[config.mk]
export PLATFORM = sky130hd
export DESIGN_NAME = router_switch
export DESIGN_NICKNAME = d
export VERILOG_FILES = /design/src/rtl/router_switch.sv
export SDC_FILE = /design/constraint.sdc
export NUM_CORES = 1
export LEC_CHECK = 0
export BUFFER_PORTS_ARGS = -buffer_cell sky130_fd_sc_hd__clkbuf_2
export CAP_MARGIN = 0
export CORE_MARGIN = 3
export CORE_UTILIZATION = 55
export DETAILED_ROUTE_END_ITERATION = 16
export PLACE_DENSITY = 0.76
export SKIP_LAST_GASP = 1
export SLEW_MARGIN = 25
export SYNTH_ARGS = -nofsm -noshare
export SYNTH_HDL_FRONTEND = slang
export SYNTH_SLANG_ARGS = --single-unit
[constraint.sdc]
create_clock -name clk -period 5.9 [get_ports clk]
set_clock_uncertainty 0.2 [all_clocks]
set_input_delay 0.59 -clock clk [delete_from_list [all_inputs] [get_ports clk]]
set_output_delay 0.59 -clock clk [all_outputs]
set_load 0.02 [all_outputs]
[src/rtl/router_switch.sv]
// Switching core of the 4-port router: per-input FIFOs, destID route lookup,
// round-robin arbitration per output and one registered packet slot per output.
module router_switch #(
  parameter int unsigned DEPTH       = 4,
  parameter logic [31:0] ROUTE_TABLE = 32'h0
) (
  input  logic            clk,
  input  logic            rst,
  input  logic [3:0][31:0] pkt_in,
  input  logic [3:0]      pkt_in_avail,
  output logic [3:0]      in_full,
  output logic [3:0][31:0] pkt_out,
  output logic [3:0]      pkt_out_valid,
  input  logic [3:0]      pkt_out_ready,
  output logic [7:0]      drop_cnt
);

  localparam int AW = (DEPTH > 1) ? $clog2(DEPTH) : 1;
  localparam int CW = AW + 1;
  localparam logic [CW-1:0] FULL_CNT = CW'(DEPTH);

  logic [31:0]     mem_q [4][DEPTH];
  logic [AW-1:0]   rd_ptr_q [4];
  logic [AW-1:0]   rd_ptr_d [4];
  logic [AW-1:0]   wr_ptr_q [4];
  logic [AW-1:0]   wr_ptr_d [4];
  logic [CW-1:0]   cnt_q [4];
  logic [CW-1:0]   cnt_d [4];
  logic [31:0]     head [4];
  logic [1:0]      req_port [4];
  logic [3:0]      head_vld;
  logic [3:0]      full;
  logic [3:0]      push;
  logic [3:0]      pop;
  logic [3:0]      drop;
  logic [2:0]      n_drop;
  logic [1:0]      rr_q [4];
  logic [1:0]      rr_d [4];
  logic [1:0]      gnt_idx [4];
  logic [3:0]      gnt;
  logic [3:0][31:0] pkt_out_q;
  logic [3:0][31:0] pkt_out_d;
  logic [3:0]      vld_q;
  logic [3:0]      vld_d;
  logic [7:0]      drop_q;
  logic [7:0]      drop_d;

  function automatic logic [1:0] route_of(input logic [3:0] dest);
    return ROUTE_TABLE[{dest, 1'b0} +: 2];
  endfunction

  function automatic logic [7:0] sat_add8(input logic [7:0] a, input logic [2:0] b);
    logic [8:0] s;
    s = {1'b0, a} + {6'd0, b};
    return s[8] ? 8'hFF : s[7:0];
  endfunction

  always_comb begin
    for (int j = 0; j < 4; j++) begin
      head[j]     = mem_q[j][rd_ptr_q[j]];
      head_vld[j] = (cnt_q[j] != '0);
      req_port[j] = route_of(head[j][27:24]);
      full[j]     = (cnt_q[j] == FULL_CNT);
    end
  end

  // Round-robin scan per output, starting at rr_q; grant only into a free slot.
  always_comb begin : arb
    logic       found;
    logic [1:0] idx;
    found = 1'b0;
    idx   = '0;
    gnt   = '0;
    pop   = '0;
    for (int o = 0; o < 4; o++) begin
      gnt_idx[o] = rr_q[o];
      found      = 1'b0;
      for (int k = 0; k < 4; k++) begin
        idx = rr_q[o] + 2'(k);
        if (!found && head_vld[idx] && (req_port[idx] == 2'(o))) begin
          found      = 1'b1;
          gnt_idx[o] = idx;
        end
      end
      if (found && (!vld_q[o] || pkt_out_ready[o])) begin
        gnt[o]          = 1'b1;
        pop[gnt_idx[o]] = 1'b1;
      end
    end
  end

  always_comb begin
    for (int o = 0; o < 4; o++) begin
      pkt_out_d[o] = pkt_out_q[o];
      vld_d[o]     = vld_q[o];
      rr_d[o]      = rr_q[o];
      if (gnt[o]) begin
        pkt_out_d[o] = head[gnt_idx[o]];
        vld_d[o]     = 1'b1;
        rr_d[o]      = gnt_idx[o] + 2'd1;
      end else if (vld_q[o] && pkt_out_ready[o]) begin
        vld_d[o] = 1'b0;
      end
    end
  end

  // A full FIFO still accepts a push when its head leaves in the same cycle.
  always_comb begin
    n_drop = '0;
    for (int j = 0; j < 4; j++) begin
      push[j]     = pkt_in_avail[j] && (!full[j] || pop[j]);
      drop[j]     = pkt_in_avail[j] && !push[j];
      n_drop      = n_drop + {2'b00, drop[j]};
      wr_ptr_d[j] = push[j] ? wr_ptr_q[j] + AW'(1) : wr_ptr_q[j];
      rd_ptr_d[j] = pop[j]  ? rd_ptr_q[j] + AW'(1) : rd_ptr_q[j];
      case ({push[j], pop[j]})
        2'b10:   cnt_d[j] = cnt_q[j] + CW'(1);
        2'b01:   cnt_d[j] = cnt_q[j] - CW'(1);
        default: cnt_d[j] = cnt_q[j];
      endcase
    end
    drop_d = sat_add8(drop_q, n_drop);
  end

  always_ff @(posedge clk) begin
    for (int j = 0; j < 4; j++) begin
      if (push[j]) mem_q[j][wr_ptr_q[j]] <= pkt_in[j];
    end
  end

  always_ff @(posedge clk or posedge rst) begin
    if (rst) begin
      for (int j = 0; j < 4; j++) begin
        rd_ptr_q[j] <= '0;
        wr_ptr_q[j] <= '0;
        cnt_q[j]    <= '0;
        rr_q[j]     <= '0;
      end
      pkt_out_q <= '0;
      vld_q     <= '0;
      drop_q    <= '0;
    end else begin
      for (int j = 0; j < 4; j++) begin
        rd_ptr_q[j] <= rd_ptr_d[j];
        wr_ptr_q[j] <= wr_ptr_d[j];
        cnt_q[j]    <= cnt_d[j];
        rr_q[j]     <= rr_d[j];
      end
      pkt_out_q <= pkt_out_d;
      vld_q     <= vld_d;
      drop_q    <= drop_d;
    end
  end

  assign in_full       = full;
  assign pkt_out       = pkt_out_q;
  assign pkt_out_valid = vld_q;
  assign drop_cnt      = drop_q;

endmodule

# ---- Yosys cells after proc, flatten, opt, wreduce, memory -nomap -nowiden
# Memory sizes are Yosys's and may differ from the RTL's.
# Cells that the tools add are included.
dict set report totals {
  ff_bits 176
  ramBits 512
  inputBits 138
  wordCells 454
  n_memories 1
}
dict set report classes {
  n_addsub 36
  n_lt_le_gt_ge 56
  n_eq_ne 24
  shifts 4
  n_mux 177
  bitwise 31
  n_reduce_logical 100
}
# memory words width rd rd_ports_with_merged_regs wr line
set memory_table {}
lappend memory_table {mem_q 4 128 4 0 4 22} ;# logic [31:0] mem_q [4][DEPTH];
# cell n
set ops {}
lappend ops {{$mux 32} 20}
lappend ops {{$bmux 32 s2} 8}
lappend ops {{$mux 128} 4}
lappend ops {{$demux 32 s2} 4}
lappend ops {{$shiftx 32x6->2 const A} 4}
lappend ops {{$mux 2} 44}
lappend ops {{$ge 3x3->1 const B} 28}
lappend ops {{$not 2->3} 28}
lappend ops {{$bmux 2 s2} 16}
lappend ops {{$lt 2x3->1 const B} 20}
lappend ops {{$logic_and 1x1->1} 52}
lappend ops {{$mux 1} 52}
lappend ops {{$add 2x1->2 const B} 16}
lappend ops {{$bmux 1 s2} 16}
lappend ops {{$eq 2x2->1 const B} 12}
lappend ops {{$logic_not 1->1} 24}
lappend ops {{$pmux 3 s2} 4}
lappend ops {{$add 2x2->2 const B} 8}
lappend ops {{$eq 2x1->1 const B} 8}
lappend ops {{$mux 4} 4}
lappend ops {{$reduce_bool 2->1} 8}
lappend ops {{$add 3x1->3 const B} 4}
lappend ops {{$eq 3x3->1 const B} 4}
lappend ops {{$lt 3x1->1 const B} 4}
lappend ops {{12 further kinds} 36}

# ---- Logic depth before layout (Yosys ltp)
dict set report depth {
  depth_word 43
  mapped_depth 18
  mapped_depth_nobuf 17
}

# ---- Worst setup path after synthesis
# No wires, ideal clock.
dict set report synth_timing {
  path_type {reg2reg}
  start {reg cnt_q[9] (netlist name)}
  end {reg drop_q[0], in the netlist drop_cnt[0]}
  setup_time_ns 0.123
  t_arrival_ns 3.927
  setup_slack_ns 1.650
  stages_incl_launch_ff 19
  n_path_buf 2
  path_cell_list {dfrtp_1 > nor3_4 > o22ai_1 > a221oi_2 > inv_2 > buf_6 > buf_4 > ha_1 > nand2_1 > nand3_1 > fa_1 > inv_1 > fa_1 > fa_1 > and3_1 > nand2_1 > nor2_1 > nand2_1 > nand2b_1}
}
dict set report synth_between {
  elab_chain_cells 37
  word_cells_on_any_way 155
}
# element line
set synth_lines {}
lappend synth_lines {{start, declared} 27} ;# logic [CW-1:0] cnt_q [4];
lappend synth_lines {{start signal, assigned by index} 146} ;# cnt_q[j] <= cnt_d[j];
lappend synth_lines {{$reduce_bool 3->1} 61} ;# head_vld[j] = (cnt_q[j] != '0);
lappend synth_lines {{$bmux 1 s2} 80} ;# if (!found && head_vld[idx] && (req_port[idx] == 2'(o))) begin
lappend synth_lines {{$mux 1 (implied by the code)} 80}
lappend synth_lines {{$logic_and 1x1->1} 80}
lappend synth_lines {{$mux 1} 80}
lappend synth_lines {{$logic_not 1->1} 80}
lappend synth_lines {{$logic_and 1x1->1 (2 in series)} 80}
lappend synth_lines {{$mux 1} 80}
lappend synth_lines {{[21 not listed]} -}
lappend synth_lines {{$logic_not 1->1} 112} ;# drop[j] = pkt_in_avail[j] && !push[j];
lappend synth_lines {{$logic_and 1x1->1} 112}
lappend synth_lines {{$add 1x1->2} 113} ;# n_drop = n_drop + {2'b00, drop[j]};
lappend synth_lines {{$add 2x1->3} 113}
lappend synth_lines {{$add 3x1->3 *} 113}
lappend synth_lines {{$add 8x3->9 *} 54} ;# s = {1'b0, a} + {6'd0, b};
lappend synth_lines {{$mux 8 *} 55} ;# return s[8] ? 8'hFF : s[7:0];
lappend synth_lines {{via drop_d[0]} 46} ;# logic [7:0] drop_d;
lappend synth_lines {{end signal, assigned} 151} ;# drop_q <= drop_d;
lappend synth_lines {{end, declared} 45} ;# logic [7:0] drop_q;
# The timed path passes the listed nets; every way through them passes the cells marked *. The select of a mux whose other input is x is not followed.
# A chain may end at the register's enable or synchronous reset.

# ---- Worst setup path in the final report
dict set report layout_timing {
  start {reg cnt_q[9] (netlist name)}
  end {reg drop_q[2], in the netlist drop_cnt[2]}
}
# The elaborated chain is that of the path after synthesis.

==> run_results.csv <==
group,metric,value,unit
sta,finalCriticalPeriod,4.82,ns
cells_and_area,utilization,65.3,%
placement,preCtsSetupSlack,1.10,ns
yosys,seq_area_frac_synth,72.9,%
clock_tree,clockBufferDepth,3,
grt,antenna_found_initial,4,
worst_setup_path,crit_type,"reg -> reg",
die,die_area,45300,µm²
outcome,status,"finished clean",
route,drtPass1Iterations,5,
route,wl_per_cell,23.4,µm
yosys,synth_area_per_cell,19.7,µm²
clock_tree,cts_sinks,583,
yosys,yosysWarnings,0,
grt,grt_usage,22.2,%
sta,rsz0062_at_grt,"false",
yosys,ys.flop_type,"edfxtp_1",
cells_and_area,layoutNonFillerInstCount,2099,
die,rows,75,
placement,dp_cells,1889,
worst_setup_path,cp-start-kind,"flip-flop",
clock_tree,cts_made_buffers,57,
placement,dp_hpwl,31200,µm
yosys,syn_area,23500,µm²
yosys,yosysTopAreaCellShare,65.3,%
placement,globalplace.congestion,0.811,
clock_tree,cts_resized,0,
yosys,post-synth-top-count-cell,"edfxtp_1",
cells_and_area,area_growth,16.8,%
placement,port_buffers,179,
grt,grt_pass1_wl,74300,µm
sta,drv_slew,0,
sta,tightest_slew,0.921,ns
power_and_ir_drop,peakVddDrop,362,µV
yosys,synthArstFlopShare,12.2,%
yosys,synth_area_leaders,"edfxtp_1 (65%), mux4_2 (12%), dfrtp_1 (7.5%)",
yosys,synth_common_cells,"edfxtp_1 (512), mux4_2 (128), buf_4 (102)",
route,wirelength,49200,µm
grt,use_met1,31.4,%
worst_hold_path,hold_class,"in -> reg",
route,initialDrtViolationCount,1022,
grt,met2_usage,36.1,%
grt,busiest_layer,"met2",
clock_tree,insertion_delay,0.60,ns
die,dieHeight,213,µm
clock_tree,root_buffer,"clkbuf_16",
die,start_util,55.9,%
yosys,yosysTopAreaCell,"edfxtp_1",
grt,grtUsageMet3,3.92,%
yosys,synth_edf_count,512,
grt,grt_pass1_vias,12184,
route,ant_nets,0,
grt,grt_max_degree,72,
cells_and_area,nets,1679,
route,route.vias.total,11811,
die,die_x,213,µm
yosys,synthCells,1193,
clock_tree,cts.clk_slew.worst_paths,0.06,ns
worst_setup_path,critPathRequiredTime,6.18,ns
clock_tree,htreeDepth,2,
yosys,synth-seq-cells,583,
flow_run,max_cap_viol_count,0,
die,io_pins,282,
sta,fin_setup_tns,0,ns
sta,setup-violations-final,0,
route,routed_via_density,5.63,
grt,grt-ovfl-total,0,
yosys,yosysUniqueCellTypes,48,
route,route.detailed.drc,0,
sta,fmax,207,MHz
cells_and_area,drive_gt1_share,27.8,%
power_and_ir_drop,cellPowerDensity,513,nW/µm²
worst_setup_path,cp-end-kind,"flip-flop",
sta,setup_slack,1.08,ns
sta,maxSlewHeadroom,38.6,%
clock_tree,cts_tree,"yes",
die,coreArea,42100,µm²
worst_setup_path,critPathMaxFanout,33,
power_and_ir_drop,p_leak,0.0102,µW
sta,period_share,81.8,%
worst_setup_path,worstPathArrival,5.10,ns
sta,finalHoldViolCount,0,
==> final timing paths <==
kind	from	endpoint	slack [ns]	depth (start not counted)
hold reg to reg	pkt_out[11]	pkt_out[11]	0.30	2
hold / removal	pkt_in[33]	mem_q[1][97]	0.02	1
min in group asynchronous	rst	drop_cnt[6]	0.41	4
max in group asynchronous	rst	rd_ptr_q[2]	4.49	5
setup reg to reg	cnt_q[9]	drop_cnt[2]	1.08	17
setup / recovery	cnt_q[9]	drop_cnt[2]	1.08	17
==> what timing repair did <==
item                       in CTS  in global routing
hold endpoints to repair      387                 29
setup endpoints to repair       0                  0
hold buffers                   99                  1
setup buffers                   0                  0
==> where the power goes <==
group          total [µW]  switching, µW  internal, µW
Clock                3380           1470          1910
Sequential           6070            536          5540
Combinational        4660           2620          2040
Total               14100           4620          9480
==> logic make-up (layout without fill, tap and decap cells) <==
group | after synthesis | after routing | synth area share [%]
simple gates | 77 | 77 | 1.68
buf+inv | 185 | 452 | 4.72
xor+xnor | 25 | 25 | 0.930
compound gates | 96 | 96 | 2.82
other cells | 1 | 101 | 0.0159
fa+ha+maj | 31 | 31 | 1.87
mux | 195 | 195 | 15.1
flops | 583 | 583 | 72.9
==> placed cells by master (no fill, tap or decap), drive strengths merged, types with 2 or more instances in the layout <==
master,n
xnor2,17
inv,38
clkinv,28
o32ai,2
conb,99
a2bb2oi,32
or3,2
a21o,2
bufinv,2
buf,29
mux2i,67
nand2,29
dfrtp,71
fa,7
clkbuf,253
a21oi,3
dlygate4sd3,100
xor2,8
o22ai,2
o21ai,41
edfxtp,512
and2,17
a21boi,4
nor3,6
clkinvlp,2
nand3,8
nand2b,2
ha,24
nor2,8
diode,2
mux4,128
==> critical path: stages (launching register included) <==
cell and delay [ns]:
dfrtp_1 0.43, nor3_4 0.35, o22ai_1 0.17, a221oi_2 0.46, clkinv_2 0.14, buf_4 0.34
ha_1 0.30, nand2_1 0.15, nand3_1 0.13, fa_1 0.51, inv_1 0.05, fa_1 0.46
fa_1 0.41, and3_1 0.20, nand2_1 0.11, nor2_1 0.06, nand2_1 0.15, nand2_1 0.07
==> stage by stage <==
step | total power (µW) | hold WS, ns | instance area, µm²
2_1_floorplan | 9340 | 0.276 | 23900
4_1_cts | 14300 | 0.000283 | 27500
5_1_grt | 14800 | 0.0131 | 27500
6_report | 14100 | 0.0197 | 27500
3_5_place_dp | 10800 | 0.287 | 24700
3_3_place_gp | 10700 | 0.278 | 24700
==> flip-flops by register name (all words and copies together) (netlist names) <==
signal         flops
cnt_q             12
rr_q               2
pkt_out           32
rd_ptr_q           8
drop_cnt           8
pkt_out_valid      1
mem_q            512
wr_ptr_q           8
==> area by class of cell <==
type | instances | area (µm²)
fillers | 2889 | 14600
diodes | 2 | 5.00
clock buffers | 74 | 1520
inverters | 37 | 141
clock inverters | 33 | 226
repair buffers | 308 | 2130
well taps | 539 | 674
multi-input cells | 523 | 5650
flip-flops and latches | 583 | 17200
==> routing by layer <==
metal  part of all wire [%]  vias to the layer above
li1                       -                     5182
met4                    2.3                        6
met1                     41                     6117
met2                     50                      423
met3                    6.9                       83
met5                  0.083                        -
(Power assumes the default switching activity.)
